[src/rtl/pkt_maker_tx_if.sv]
// NetFPGA-style word stream (data/ctrl/wr/rdy) shared by the pass-through input
// and the merged output of pkt_maker_tx.
//
// Handshake: the receiver drives rdy and the sender drives data/ctrl/wr.
// On an input-side link, a word transfers in any cycle where wr && rdy.
// On an output-side link, wr is registered: a word is launched only in a cycle
// where rdy is high and appears with wr=1 on the following cycle.
interface pkt_maker_tx_if #(
  parameter int DATA_WIDTH = 64,
  parameter int CTRL_WIDTH = DATA_WIDTH / 8
);
  logic [DATA_WIDTH-1:0] data;
  logic [CTRL_WIDTH-1:0] ctrl;
  logic                  wr;
  logic                  rdy;

  modport master (output data, ctrl, wr, input rdy);
  modport slave  (input data, ctrl, wr, output rdy);
endinterface

[src/rtl/pkt_maker_tx.sv]
// Builds generated packets (header words from the generator, then payload words from
// a FWFT FIFO) and merges them between pass-through packets on the output stream.
module pkt_maker_tx #(
  parameter int DATA_WIDTH         = 64,
  parameter int CTRL_WIDTH         = DATA_WIDTH / 8,
  parameter int HEADER_LENGTH      = 7,
  parameter int HEADER_LENGTH_SIZE = 3,
  parameter int NUM_WORDS_PAYLOAD  = 8,
  parameter int PAYLOAD_CNT_WIDTH  = 8,
  parameter int MIN_GAP            = 4
) (
  input  logic                          clk,
  input  logic                          reset,
  pkt_maker_tx_if.slave                 in_bus,
  pkt_maker_tx_if.master                out_bus,
  output logic [HEADER_LENGTH_SIZE-1:0] header_word_number,
  input  logic [DATA_WIDTH-1:0]         header_data,
  input  logic [CTRL_WIDTH-1:0]         header_ctrl,
  input  logic                          enable,
  output logic                          evt_pkt_sent,
  input  logic [DATA_WIDTH-1:0]         payload_data,
  input  logic                          payload_empty,
  input  logic [PAYLOAD_CNT_WIDTH-1:0]  payload_count,
  output logic                          payload_rd,
  output logic [1:0]                    state_dbg
);

  localparam int CNT_MAX = (HEADER_LENGTH > NUM_WORDS_PAYLOAD) ? HEADER_LENGTH : NUM_WORDS_PAYLOAD;
  localparam int CNT_W   = $clog2(CNT_MAX);
  localparam int GAP_W   = $clog2(MIN_GAP + 1);

  localparam logic [CNT_W-1:0]             HDR_LAST = CNT_W'(HEADER_LENGTH - 1);
  localparam logic [CNT_W-1:0]             PAY_LAST = CNT_W'(NUM_WORDS_PAYLOAD - 1);
  localparam logic [PAYLOAD_CNT_WIDTH-1:0] PAY_NEED = PAYLOAD_CNT_WIDTH'(NUM_WORDS_PAYLOAD);
  localparam logic [GAP_W-1:0]             GAP_INIT = GAP_W'(MIN_GAP);
  localparam logic [CTRL_WIDTH-1:0]        EOP_CTRL = CTRL_WIDTH'(1);

  typedef enum logic [1:0] {IDLE, PASS, HDR, PAY} state_t;

  state_t           state;
  logic [CNT_W-1:0] word_cnt;
  logic [GAP_W-1:0] gap_cnt;
  logic             body_seen;
  logic             gen_ok;

  assign gen_ok = enable && (payload_count >= PAY_NEED) && (gap_cnt == '0);

  // Pass-through is only accepted at packet boundaries when no generated packet is due.
  assign in_bus.rdy = !reset && out_bus.rdy &&
                      (((state == IDLE) && !gen_ok) || (state == PASS));

  assign payload_rd         = !reset && (state == PAY) && out_bus.rdy && !payload_empty;
  assign header_word_number = (state == HDR) ? HEADER_LENGTH_SIZE'(word_cnt) : '0;
  assign state_dbg          = state;

  always_ff @(posedge clk) begin
    if (reset) begin
      state        <= IDLE;
      out_bus.wr   <= 1'b0;
      out_bus.data <= '0;
      out_bus.ctrl <= '0;
      evt_pkt_sent <= 1'b0;
      word_cnt     <= '0;
      gap_cnt      <= '0;
      body_seen    <= 1'b0;
    end else begin
      out_bus.wr   <= 1'b0;
      evt_pkt_sent <= 1'b0;
      // Nothing advances while downstream has no room.
      if (out_bus.rdy) begin
        case (state)
          IDLE: begin
            if (gap_cnt != '0) gap_cnt <= gap_cnt - 1'b1;
            if (gen_ok) begin
              state    <= HDR;
              word_cnt <= '0;
            end else if (in_bus.wr) begin
              out_bus.data <= in_bus.data;
              out_bus.ctrl <= in_bus.ctrl;
              out_bus.wr   <= 1'b1;
              body_seen    <= (in_bus.ctrl == '0);
              state        <= PASS;
            end
          end
          PASS: begin
            if (in_bus.wr) begin
              out_bus.data <= in_bus.data;
              out_bus.ctrl <= in_bus.ctrl;
              out_bus.wr   <= 1'b1;
              // A non-zero ctrl after the body marks the end of the packet.
              if (in_bus.ctrl == '0) begin
                body_seen <= 1'b1;
              end else if (body_seen) begin
                body_seen <= 1'b0;
                state     <= IDLE;
              end
            end
          end
          HDR: begin
            out_bus.data <= header_data;
            out_bus.ctrl <= header_ctrl;
            out_bus.wr   <= 1'b1;
            if (word_cnt == HDR_LAST) begin
              state    <= PAY;
              word_cnt <= '0;
            end else begin
              word_cnt <= word_cnt + 1'b1;
            end
          end
          PAY: begin
            // An empty FIFO here is an upstream fault; wait rather than emit garbage.
            if (!payload_empty) begin
              out_bus.data <= payload_data;
              out_bus.ctrl <= (word_cnt == PAY_LAST) ? EOP_CTRL : '0;
              out_bus.wr   <= 1'b1;
              if (word_cnt == PAY_LAST) begin
                evt_pkt_sent <= 1'b1;
                gap_cnt      <= GAP_INIT;
                state        <= IDLE;
                word_cnt     <= '0;
              end else begin
                word_cnt <= word_cnt + 1'b1;
              end
            end
          end
          default: state <= IDLE;
        endcase
      end
    end
  end

endmodule
[src/flat_wrapper.sv]
// flat-port wrapper written by rule: the top's interface ports become plain ports
module pkt_maker_tx_flat 
#(
  parameter int DATA_WIDTH         = 64,
  parameter int CTRL_WIDTH         = DATA_WIDTH / 8,
  parameter int HEADER_LENGTH      = 7,
  parameter int HEADER_LENGTH_SIZE = 3,
  parameter int NUM_WORDS_PAYLOAD  = 8,
  parameter int PAYLOAD_CNT_WIDTH  = 8,
  parameter int MIN_GAP            = 4
)
  (clk, reset, header_word_number, header_data, header_ctrl, enable, evt_pkt_sent, payload_data, payload_empty, payload_count, payload_rd, state_dbg, in_bus_data, in_bus_ctrl, in_bus_wr, in_bus_rdy, out_bus_data, out_bus_ctrl, out_bus_wr, out_bus_rdy);
  pkt_maker_tx_if #(.DATA_WIDTH(DATA_WIDTH), .CTRL_WIDTH(CTRL_WIDTH)) in_bus_i ();
  pkt_maker_tx_if #(.DATA_WIDTH(DATA_WIDTH), .CTRL_WIDTH(CTRL_WIDTH)) out_bus_i ();
  input  logic clk;
  input  logic reset;
  output logic [HEADER_LENGTH_SIZE-1:0] header_word_number;
  input  logic [DATA_WIDTH-1:0] header_data;
  input  logic [CTRL_WIDTH-1:0] header_ctrl;
  input  logic enable;
  output logic evt_pkt_sent;
  input  logic [DATA_WIDTH-1:0] payload_data;
  input  logic payload_empty;
  input  logic [PAYLOAD_CNT_WIDTH-1:0] payload_count;
  output logic payload_rd;
  output logic [1:0] state_dbg;
  input wire logic [$bits(in_bus_i.data)-1:0] in_bus_data;
  input wire logic [$bits(in_bus_i.ctrl)-1:0] in_bus_ctrl;
  input wire logic [$bits(in_bus_i.wr)-1:0] in_bus_wr;
  output wire logic [$bits(in_bus_i.rdy)-1:0] in_bus_rdy;
  output wire logic [$bits(out_bus_i.data)-1:0] out_bus_data;
  output wire logic [$bits(out_bus_i.ctrl)-1:0] out_bus_ctrl;
  output wire logic [$bits(out_bus_i.wr)-1:0] out_bus_wr;
  input wire logic [$bits(out_bus_i.rdy)-1:0] out_bus_rdy;
  assign in_bus_i.data = in_bus_data;
  assign in_bus_i.ctrl = in_bus_ctrl;
  assign in_bus_i.wr = in_bus_wr;
  assign in_bus_rdy = in_bus_i.rdy;
  assign out_bus_data = out_bus_i.data;
  assign out_bus_ctrl = out_bus_i.ctrl;
  assign out_bus_wr = out_bus_i.wr;
  assign out_bus_i.rdy = out_bus_rdy;
  pkt_maker_tx #(.DATA_WIDTH(DATA_WIDTH), .CTRL_WIDTH(CTRL_WIDTH), .HEADER_LENGTH(HEADER_LENGTH), .HEADER_LENGTH_SIZE(HEADER_LENGTH_SIZE), .NUM_WORDS_PAYLOAD(NUM_WORDS_PAYLOAD), .PAYLOAD_CNT_WIDTH(PAYLOAD_CNT_WIDTH), .MIN_GAP(MIN_GAP)) u_core (.clk(clk), .reset(reset), .in_bus(in_bus_i), .out_bus(out_bus_i), .header_word_number(header_word_number), .header_data(header_data), .header_ctrl(header_ctrl), .enable(enable), .evt_pkt_sent(evt_pkt_sent), .payload_data(payload_data), .payload_empty(payload_empty), .payload_count(payload_count), .payload_rd(payload_rd), .state_dbg(state_dbg));
endmodule
[config.mk]
export PLATFORM = sky130hd
export DESIGN_NAME = pkt_maker_tx_flat
export DESIGN_NICKNAME = d
export VERILOG_FILES = /design/src/rtl/pkt_maker_tx_if.sv /design/src/rtl/pkt_maker_tx.sv /design/src/flat_wrapper.sv
export SDC_FILE = /design/constraint.sdc
export NUM_CORES = 1
export LEC_CHECK = 0
export BUFFER_PORTS_ARGS = -buffer_cell sky130_fd_sc_hd__buf_2
export CAP_MARGIN = 20
export CORE_AREA = 2 2 150 122
export CTS_BUF_LIST = sky130_fd_sc_hd__clkbuf_4
export DETAILED_ROUTE_END_ITERATION = 12
export DIE_AREA = 0 0 152 124
export PLACE_DENSITY = 0.61
export SYNTH_ARGS = -nofsm -noshare
export SYNTH_HDL_FRONTEND = slang
export SYNTH_SLANG_ARGS = --single-unit
[constraint.sdc]
create_clock -name clk -period 2 [get_ports clk]
set_clock_uncertainty 0.2 [all_clocks]
set_input_delay 0.1 -clock clk [delete_from_list [all_inputs] [get_ports clk]]
set_output_delay 0.1 -clock clk [all_outputs]
set_load 0.05 [all_outputs]
==> Word level (Yosys, flattened, before mapping) <==
Cells that the tools add are included.
{ "totals": {"ff_bits": 83, "output_inout_bits": 81, "inputBits": 222} }
{ "classes": {"n_eq_ne": 16, "magnitude_cmp": 1, "addsub": 2, "n_mux": 38, "n_reduce_logical": 26, "n_bitwise": 2} }
{ "ops": {"columns": ["operator", "n"], "rows": [
  ["case mux 64 bit (4 select lines)", 1],
  ["2-to-1 mux 64 bit", 3],
  ["case mux 8 bit (4 select lines)", 1],
  ["2-to-1 mux 3 bit", 8],
  ["2-to-1 mux 8 bit", 3],
  ["2-to-1 mux 2 bit", 8],
  ["inequality test 2 bit, second input constant", 8],
  ["AND reduction 5 bit", 2],
  ["2-to-1 mux 1 bit", 9],
  ["case mux 3 bit (3 select lines)", 1],
  [">= comparator 8 x 4 -> 1 bit, second input constant", 1],
  ["logical AND 1 bit", 8],
  ["zero test 8 bit", 1],
  ["case mux 2 bit (4 select lines)", 1],
  ["AND reduction 8 bit", 1],
  ["equality test 3 bit, second input constant", 2],
  ["case mux 3 bit (2 select lines)", 1],
  ["nonzero test 3 bit", 2],
  ["equality test 2 bit, second input constant", 2],
  ["inequality test 2 x 1 -> 1 bit, second input constant", 2],
  ["case mux 1 bit (4 select lines)", 1],
  ["AND reduction 4 bit", 1],
  ["nonzero test 2 bit", 2],
  ["OR reduction 4 bit", 1],
  ["other kinds (12)", 15]
]} }

==> Depth between registers and ports, before layout <==
Gate-level depths: netlist of the first run.
{ "depth": {"depth_word": 7, "ltp_mapped": 9, "ltp_nobuf": 6} }

==> Least setup slack after synthesis of the first run <==
Ideal clock, no wire load.
{ "synth_path": {"path_kind": "reg-to-reg", "start": "register u_core.state[1] (netlist: u_core.state_dbg[1])", "end": "register u_core.evt_pkt_sent", "required_ns": 1.735, "period_less_slack_ns": 2.961, "t_arrival_ns": 2.696, "slack_ns": -0.961, "stages_incl_launch_ff": 7, "cell_sequence": "dfxtp_1 buf_2 buf_2 buf_2 nand2_1 nor3_1 and2_1"} }
{ "synth_between": {"elab_chain_cells": 3} }
{ "synth_rtl": {"columns": ["element", "line", "source"], "rows": [
  ["from (decl)", "pkt_maker_tx.sv:40", "state_t state;"],
  ["from (signal assigned)", "pkt_maker_tx.sv:58", "state <= IDLE;"],
  ["from (signal assigned)", "pkt_maker_tx.sv:75", "state <= HDR;"],
  ["from (signal assigned)", "pkt_maker_tx.sv:82", "state <= PASS;"],
  ["equality test 2 bit", "pkt_maker_tx.sv:71", "case (state)"],
  ["inverter 1 bit (no line)", null, null],
  ["OR reduction 4 bit (no line)", null, null],
  ["to (signal assigned)", "pkt_maker_tx.sv:62", "evt_pkt_sent <= 1'b0;"],
  ["to (signal assigned)", "pkt_maker_tx.sv:68", "evt_pkt_sent <= 1'b0;"],
  ["to (signal assigned)", "pkt_maker_tx.sv:117", "evt_pkt_sent <= 1'b1;"],
  ["to (decl)", "pkt_maker_tx.sv:20", "output logic evt_pkt_sent,"]
]} }
Every way passes these cells.
A chain may end at the register's enable or synchronous reset.

==> Worst setup path after layout of the first run <==
{ "layout_path": {"start": "register u_core.state[0] (netlist: u_core.state_dbg[0])", "end": "register u_core.out_bus.data[43]"} }
{ "layout_between": {"elab_chain_cells": 3, "word_cells_on_any_way": 8, "classes_between": "eq/ne: 5; mux: 1; reduce/logical: 2"} }
{ "layout_rtl": {"columns": ["element", "line", "source"], "rows": [
  ["equality test 2 bit or zero test 2 bit (tied branches)", "pkt_maker_tx.sv:71", null],
  ["inequality test 2 bit (no line)", null, null],
  ["AND reduction 3 bit (no line)", null, null],
  ["to (decl)", "pkt_maker_tx_if.sv:17", "modport master (output data, ctrl, wr, input rdy);"]
]} }
Parallel ways exist; a longest one is shown, timed or not.

==> results of run 1 <==
-- routing by layer --
layer / GRT usage / vias up
met2: 0.435 / 396
met1: 0.301 / 3321
li1: - / 3344
met3: 0.0675 / 55
met4: 0.0981 / 0
met5: 0 / -
-- Yosys cell counts (2+ instances only) --
cell      instances  area, sq um
dfxtp_1          83         1660
o21ai_1          71          355
nand2b_1         69          432
nand3_1          68          340
a211oi_1         66          495
nor2_1           66          248
mux2i_1          64          641
clkbuf_1         45          169
a21oi_1          23          115
buf_2            17         85.1
nor2b_1           9         56.3
nand2_1           7         26.3
a211oi_2          5         62.6
and2_1            5         31.3
ha_1              5         62.6
inv_1             5         18.8
nand4b_1          4         35.0
or4_1             4         30.0
nand3b_1          3         22.5
nor3_1            3         15.0
nor4_1            3         18.8
buf_1             2         7.51
buf_6             2         22.5
nor3b_1           2         15.0
o21ai_0           2         10.0
or3_1             2         12.5
-- power groups by stage --
stage | registers [mW] | clock network (mW) | logic [mW]
5_1_grt | 1.99 | 1.15 | 3.51
3_5_place_dp | 2.00 | 0 | 2.52
2_1_floorplan | 2.63 | 0 | 1.13
6_report | 1.96 | 1.05 | 3.31
4_1_cts | 1.96 | 1.11 | 3.09
3_3_place_gp | 2.00 | 0 | 2.51
-- kinds of logic after synthesis --
group / count (synthesis) / synth area share
AOI/OAI and AO/OA: 178 / 0.222
adders and majority gates: 5 / 0.0122
buffers and inverters: 73 / 0.0614
DFF: 83 / 0.325
muxes: 64 / 0.125
and+or+nand+nor: 247 / 0.255
-- tightest hold or removal path, cell delays in order --
cell	delay (ps)
buf_2	90
or4_4	130
o211a_1	130
o21ai_1	60
a21oi_1	120
-- cell type report --
type | instances | area share
timing repair buffer | 557 | 0.442
multi-input combinational | 494 | 0.339
sequential | 83 | 0.172
tap | 225 | 0.0290
clock buffer | 12 | 0.00929
clock inverter | 4 | 0.00529
inverter | 6 | 0.00232
-- worst max-delay path by stage --
stage | start | end | depth (start not counted)
4_1_cts | u_core.state_dbg[0]$_SDFFE_PP0P_ | payload_rd | 5
3_3_place_gp | u_core.gap_cnt[0]$_SDFFE_PP0P_ | u_core.out_bus.ctrl[1]$_SDFFE_PP0P_ | 7
3_5_place_dp | u_core.gap_cnt[0]$_SDFFE_PP0P_ | u_core.out_bus.ctrl[4]$_SDFFE_PP0P_ | 7
2_1_floorplan | u_core.state_dbg[1]$_SDFFE_PP0P_ | u_core.evt_pkt_sent$_SDFF_PP0_ | 6
5_1_grt | u_core.state_dbg[0]$_SDFFE_PP0P_ | payload_rd | 5
6_report | u_core.state_dbg[0]$_SDFFE_PP0P_ | u_core.out_bus.data[43]$_SDFFE_PP0P_ | 6
-- what timing repair did --
| action | 4_1_cts | 5_1_grt |
|---|---|---|
| gates cloned | 4 | 3 |
| pin swaps | 4 | 7 |
| endpoints found under the setup margin | 9 | 84 |
| setup buffers | 5 | 7 |
| gates resized for setup | 20 | 27 |
| endpoints found under the hold margin | 83 | 0 |
| hold buffers | 221 | 0 |
-- state kept, by name (all words and copies together) (netlist names) --
signal and flops:
u_core.out_bus.ctrl 8, u_core.out_bus.data 64, u_core.state_dbg 2, u_core.out_bus.wr 1, u_core.word_cnt 3, u_core.evt_pkt_sent 1
u_core.body_seen 1, u_core.gap_cnt 3
-- stage by stage --
stage	std cells	hold slack, ps	power, mW	cell area [sq um]
after floorplan	650	60.7	3.76	5150
after global routing	1381	48.4	6.65	9700
after detailed placement	1126	255	4.52	6880
after global placement	1126	249	4.51	6880
after CTS	1372	18.6	6.16	9480
final	1381	36.4	6.33	9700
==> out/results.tsv, run 1 <==
metric	value	unit
CP max stage cell	dlygate4sd3_1	
syn nets	877	
RSZ-0062 raised after global routing	yes	
Storage cell area	0.00167	sq mm
Pwr Density	653	mW/mm^2
Antenna Violating Nets Remaining	0	
final-report setup violation count	0	
distinct cell type count after synthesis	41	
Crit Path Class	reg2reg	
Max Clk Rate	514	MHz
commonest non-fill, non-tap cell in the layout	buf_2	
pin count of the biggest net entering global routing	78	
worst-path cell chain	buf_12 > mux2i_1 > dlygate4sd3_1 > a211oi_2 > nand3_1 > o21ai_1	
multi-input logic area	0.00329	sq mm
Routed WL	25.0	mm
Starting Density	0.296	
Final period util	0.974	
first-pass GRT wire length	38.2	mm
Async SR Flop Fraction	0	
worst-margin pin slew	758	ps
CTS Sinks	83	
Overflow after GRT	0	
Leak	4.18	nW
Root Buffer	clkbuf_4	
cell area after synthesis	0.00512	sq mm
TritonRoute pass-1 iters	5	
setup_tns	0	ps
Util after Layout	0.561	
CTS Buffer Depth	2	
Worst R2R Start	u_core.state_dbg[0]$_SDFFE_PP0P_	
CP top delay family	buffers and inverters	
initial antenna violation count	0	
I/O Buffers	299	
sw frac	0.428	
met2 wire len	11.5	mm
dpl ws	18.0	ps
DR vias	7116	
metal3 WL	2.10	mm
HP Class	in2reg	
vias in the first global route	7280	
max-slew violations	0	
r2r worst-path depth	6	
hold endpoint	u_core.state_dbg[1]$_SDFFE_PP0P_	
worst vdd ir	0.000354	V
most frequent cells in the layout	buf_2, dlygate4sd3_1, dfxtp_1	
drt first-iter violations	417	
final worst slack	53.0	ps
Bufs and invs on worst path	2	
Max-slew headroom	0.490	
final hold vios	0	
#FFs+latches synth	83	
combinational power share	0.523	
wire length on met1	10.7	mm
Mean Syn Cell Area	7.87	sq um
part of the power in registers	0.310	
Clock Power Share	0.166	
Worst Path Arrival	2130	ps
num rows	43	
via/cell ratio	5.15	
diodes inserted	0	
Req. time, crit path	2190	ps
core area	0.0173	sq mm
worst r2r dst	u_core.out_bus.data[43]$_SDFFE_PP0P_	
share of cells above drive strength 1	0.333	
fin nets	1378	
Area Overhead vs Synth	89.5	%
Worst Path Max Fanout	14	
die width	152	um
run status	finished clean	
number of synthesis warnings	0	
CTS H-Tree Depth	3	
gr usage total	0.251	
Inserted Clock Buffers	9	
Switch Pwr	2.71	mW
Setup crit end kind	register	
# fillers	1466	
GP Congestion	0.771	
number of synthesized flops with an enable pin	0	
CTS tree	yes	
Die Ht	124	um
Worst setup SP type	register	
Synth Flop Type	dfxtp_1	
fin crit period	1950	ps
Reg clk slew, reported paths	140	ps
Remaining DRCs	0	
DR top layer	met4	
WHS Path Cells	5	
I/O Pins	303	
HPWL Detailed	12.9	mm
Clock Latency Late Sink	450	ps
die area	0.0188	sq mm
hold_sp	payload_count[4]	
flop-to-flop setup slack	50	ps
internal power	3.62	mW
Max-Cap Viols	0	
WL/cell	18.1	um
Seq/Total Area, Yosys	0.325	
crit-path max cell delay	580	ps
synthesized instance count	650	
(Power assumes the default switching activity.)
==> run 2, diff against run 1 <==
Settings changed: ABC_AREA set to 1, CORE_AREA 2 2 150 122 to 2 2 141 115, CTS_BUF_LIST sky130_fd_sc_hd__clkbuf_4 to sky130_fd_sc_hd__clkbuf_4 sky130_fd_sc_hd__clkbuf_8, DIE_AREA 0 0 152 124 to 0 0 143 117, PLACE_DENSITY 0.61 to 0.63, SKIP_LAST_GASP set to 1.
==> run 2 against run 1 <==
Critical path depth is the same; power grew 50%; die area fell by 11%; critical endpoint is now payload_rd; largest cell class unchanged; largest power group unchanged.
==> out/results.tsv, run 2 <==
metric	value	unit	change
run status	finished clean		
CP max stage cell	dlygate4sd3_1		
Max-Cap Viols	0		unchanged
share of cells above drive strength 1	0.288		-0.0450
via/cell ratio	4.67		-9.4%
fin nets	1445		+4.9%
setup_tns	0	ps	unchanged
Max Clk Rate	511	MHz	-0.60%
Worst R2R Start	u_core.gap_cnt[0]$_SDFFE_PP0P_		
gr usage total	0.226		-0.0247
most frequent cells in the layout	buf_2, nand2_1, dlygate4sd3_1		
DR vias	6705		-5.8%
# fillers	1396		-4.8%
CTS Buffer Depth	2		unchanged
CTS Sinks	83		unchanged
Bufs and invs on worst path	4		+2
Mean Syn Cell Area	6.25	sq um	-21%
most common cell in the netlist	nand2_1		
WHS Path Cells	5		unchanged
Largest regs	u_core.out_bus.data (64), u_core.out_bus.ctrl (8)		
CTS tree	yes		
Seq/Total Area, Yosys	0.368		+0.0437
register bank with the most flops	u_core.out_bus.data		
Area Overhead vs Synth	90.7	%	
Antenna Violating Nets Remaining	0		unchanged
commonest non-fill, non-tap cell in the layout	buf_2		
Worst setup SP type	input pin		
TritonRoute pass-1 iters	4		-1
top cells by count, synth	nand2_1, nor2_1, dfxtp_1		
Starting Density	0.292		-0.00420
vias in the first global route	6668		-8.4%
post-synth top area share	0.368		+0.0437
final worst slack	41.2	ps	-11.8 ps
initial antenna violation count	0		unchanged
core area	0.0154	sq mm	-11%
r2r worst-path depth	8		+2
final-report setup violation count	0		unchanged
die width	143	um	-5.9%
CTS H-Tree Depth	3		unchanged
CP startpoint	reset		
RSZ-0062 raised after global routing	yes		
most frequent CP cell	buf_2		
WL/cell	14.0	um	-22%
Overflow after GRT	0		unchanged
Die Ht	117	um	-5.6%
Total Power	9.52	mW	+50%
Pwr Density	1110	mW/mm^2	+70%
Reg clk slew, reported paths	80	ps	-60 ps
Routed WL	20.1	mm	-19%
Root Buffer	clkbuf_8		
syn nets	949		+8.2%
Max-slew headroom	0.724		+0.234
crit-path max cell delay	540	ps	-40 ps
Worst Path Arrival	1660	ps	-470 ps
Async SR Flop Fraction	0		unchanged
worst vdd ir	0.000574	V	+62%
Req. time, crit path	1700	ps	-490 ps
worst hold margin	58.3	ps	+22.0 ps
max reg flops	64		unchanged
Inserted Clock Buffers	9		unchanged
HP Class	in2reg		
Final period util	0.979		+0.00591
drt first-iter violations	340		-18%
distinct cell type count after synthesis	27		-34%
worst-margin pin slew	414	ps	-344 ps
Remaining DRCs	0		unchanged
HPWL Detailed	11.3	mm	-12%
Synth Flop Type	dfxtp_1		
cell area after synthesis	0.00451	sq mm	-12%
worst-path cell chain	dlygate4sd3_1 > buf_2 > inv_2 > nand2_1 > nor3_2 > buf_2		
max-slew violations	0		unchanged
diodes inserted	0		unchanged
dpl ws	38.5	ps	+20.4 ps
die area	0.0167	sq mm	-11%
pin count of the biggest net entering global routing	74		-5.1%
I/O Pins	303		unchanged
final hold vios	0		unchanged
number of synthesized flops with an enable pin	0		unchanged
Clock Latency Late Sink	360	ps	-90 ps
#FFs+latches synth	83		unchanged
fin crit period	1960	ps	+11.8 ps
CP top delay family	buffers and inverters		
first-pass GRT wire length	30.3	mm	-21%
Worst Path Max Fanout	21		+7
Synth area leader	dfxtp_1		
Setup crit end kind	output pin		
top cells by area, synth	dfxtp_1, nand2_1, nor2_1		
Leak	4.22	nW	+0.92%
number of synthesis warnings	0		unchanged
Crit Path Class	in2out		
critical path depth in cells	6		unchanged
GP Congestion	0.805		+4.4%
synthesized instance count	722		+11%
I/O Buffers	299		unchanged
hold_sp	payload_count[3]		
num rows	41		-4.7%
[run 2: cell types whose count changed after synthesis, moves of 9 or more]
cell	delta
nand2b_1	-69
nand2_1	+225
buf_4	+12
nor2_1	+101
a211oi_1	-65
o21ai_1	-52
a21oi_1	-14
nor2b_1	-9
mux2i_1	-64
clkbuf_1	-32
o21ai_0	+54
[run 2: worst paths after layout]
path | end | slack (ps)
worst min-delay path | u_core.state_dbg[0]$_SDFFE_PP0P_ | 60
worst max-delay path | payload_rd | 40
worst min register to register | u_core.gap_cnt[0]$_SDFFE_PP0P_ | 230
worst max register to register | u_core.out_bus.wr$_SDFF_PN0_ | 80
[run 2: what timing repair did]
item,4_1_cts,5_1_grt
hold buffers,215,0
buffers inserted,2,1
setup endpoints to repair,1,77
gates resized for setup,3,9
endpoints found under the hold margin,81,0
pin swaps,1,2
gates cloned,0,1
[run 2: cell families after synthesis]
| family | after synthesis | synth area share |
|---|---|---|
| AOI/OAI and AO/OA | 93 | 0.109 |
| adders and majority gates | 5 | 0.0139 |
| buffers and inverters | 61 | 0.0774 |
| DFF | 83 | 0.368 |
| and+or+nand+nor | 480 | 0.431 |
[run 2: worst min-delay path, delay by kind of cell]
family	cells	cell delay [ps]
compound gates	1	90
buf+inv	1	70
simple gates	3	300
[run 2: area by class of cell]
| cell class | count | area (sq um) | area share |
|---|---|---|---|
| flip-flops and latches | 83 | 1660 | 0.193 |
| multi-input cells | 578 | 2520 | 0.293 |
| inverters | 17 | 76.3 | 0.00887 |
| well taps | 215 | 269 | 0.0313 |
| repair buffers | 529 | 3880 | 0.451 |
| clock inverters | 4 | 52.6 | 0.00611 |
| clock buffers | 11 | 139 | 0.0161 |
[run 2: metrics by stage]
step / area, sq um / utilization / std cells
floorplan: 4520 / - / 722
global placement: 6170 / 0.399 / 1204
detailed placement: 6170 / 0.399 / 1204
CTS: 8550 / 0.554 / 1436
global route: 8600 / 0.557 / 1437
finish: 8600 / 0.557 / 1437
[run 2: per-layer routing]
layer | vias up | routed length (um) | GRT usage
met2 | 345 | 9440 | 0.393
li1 | 3292 | - | -
met1 | 2967 | 7700 | 0.231
met5 | - | 0 | 0
met4 | 0 | 1180 | 0.165
met3 | 101 | 1830 | 0.0769
[run 2: power by group]
part	internal [mW]	total (mW)	switching, mW	leakage (nW)
clock network	0.598	1.21	0.612	0.0885
registers	2.15	2.41	0.262	0.682
logic	1.93	5.90	3.97	3.45
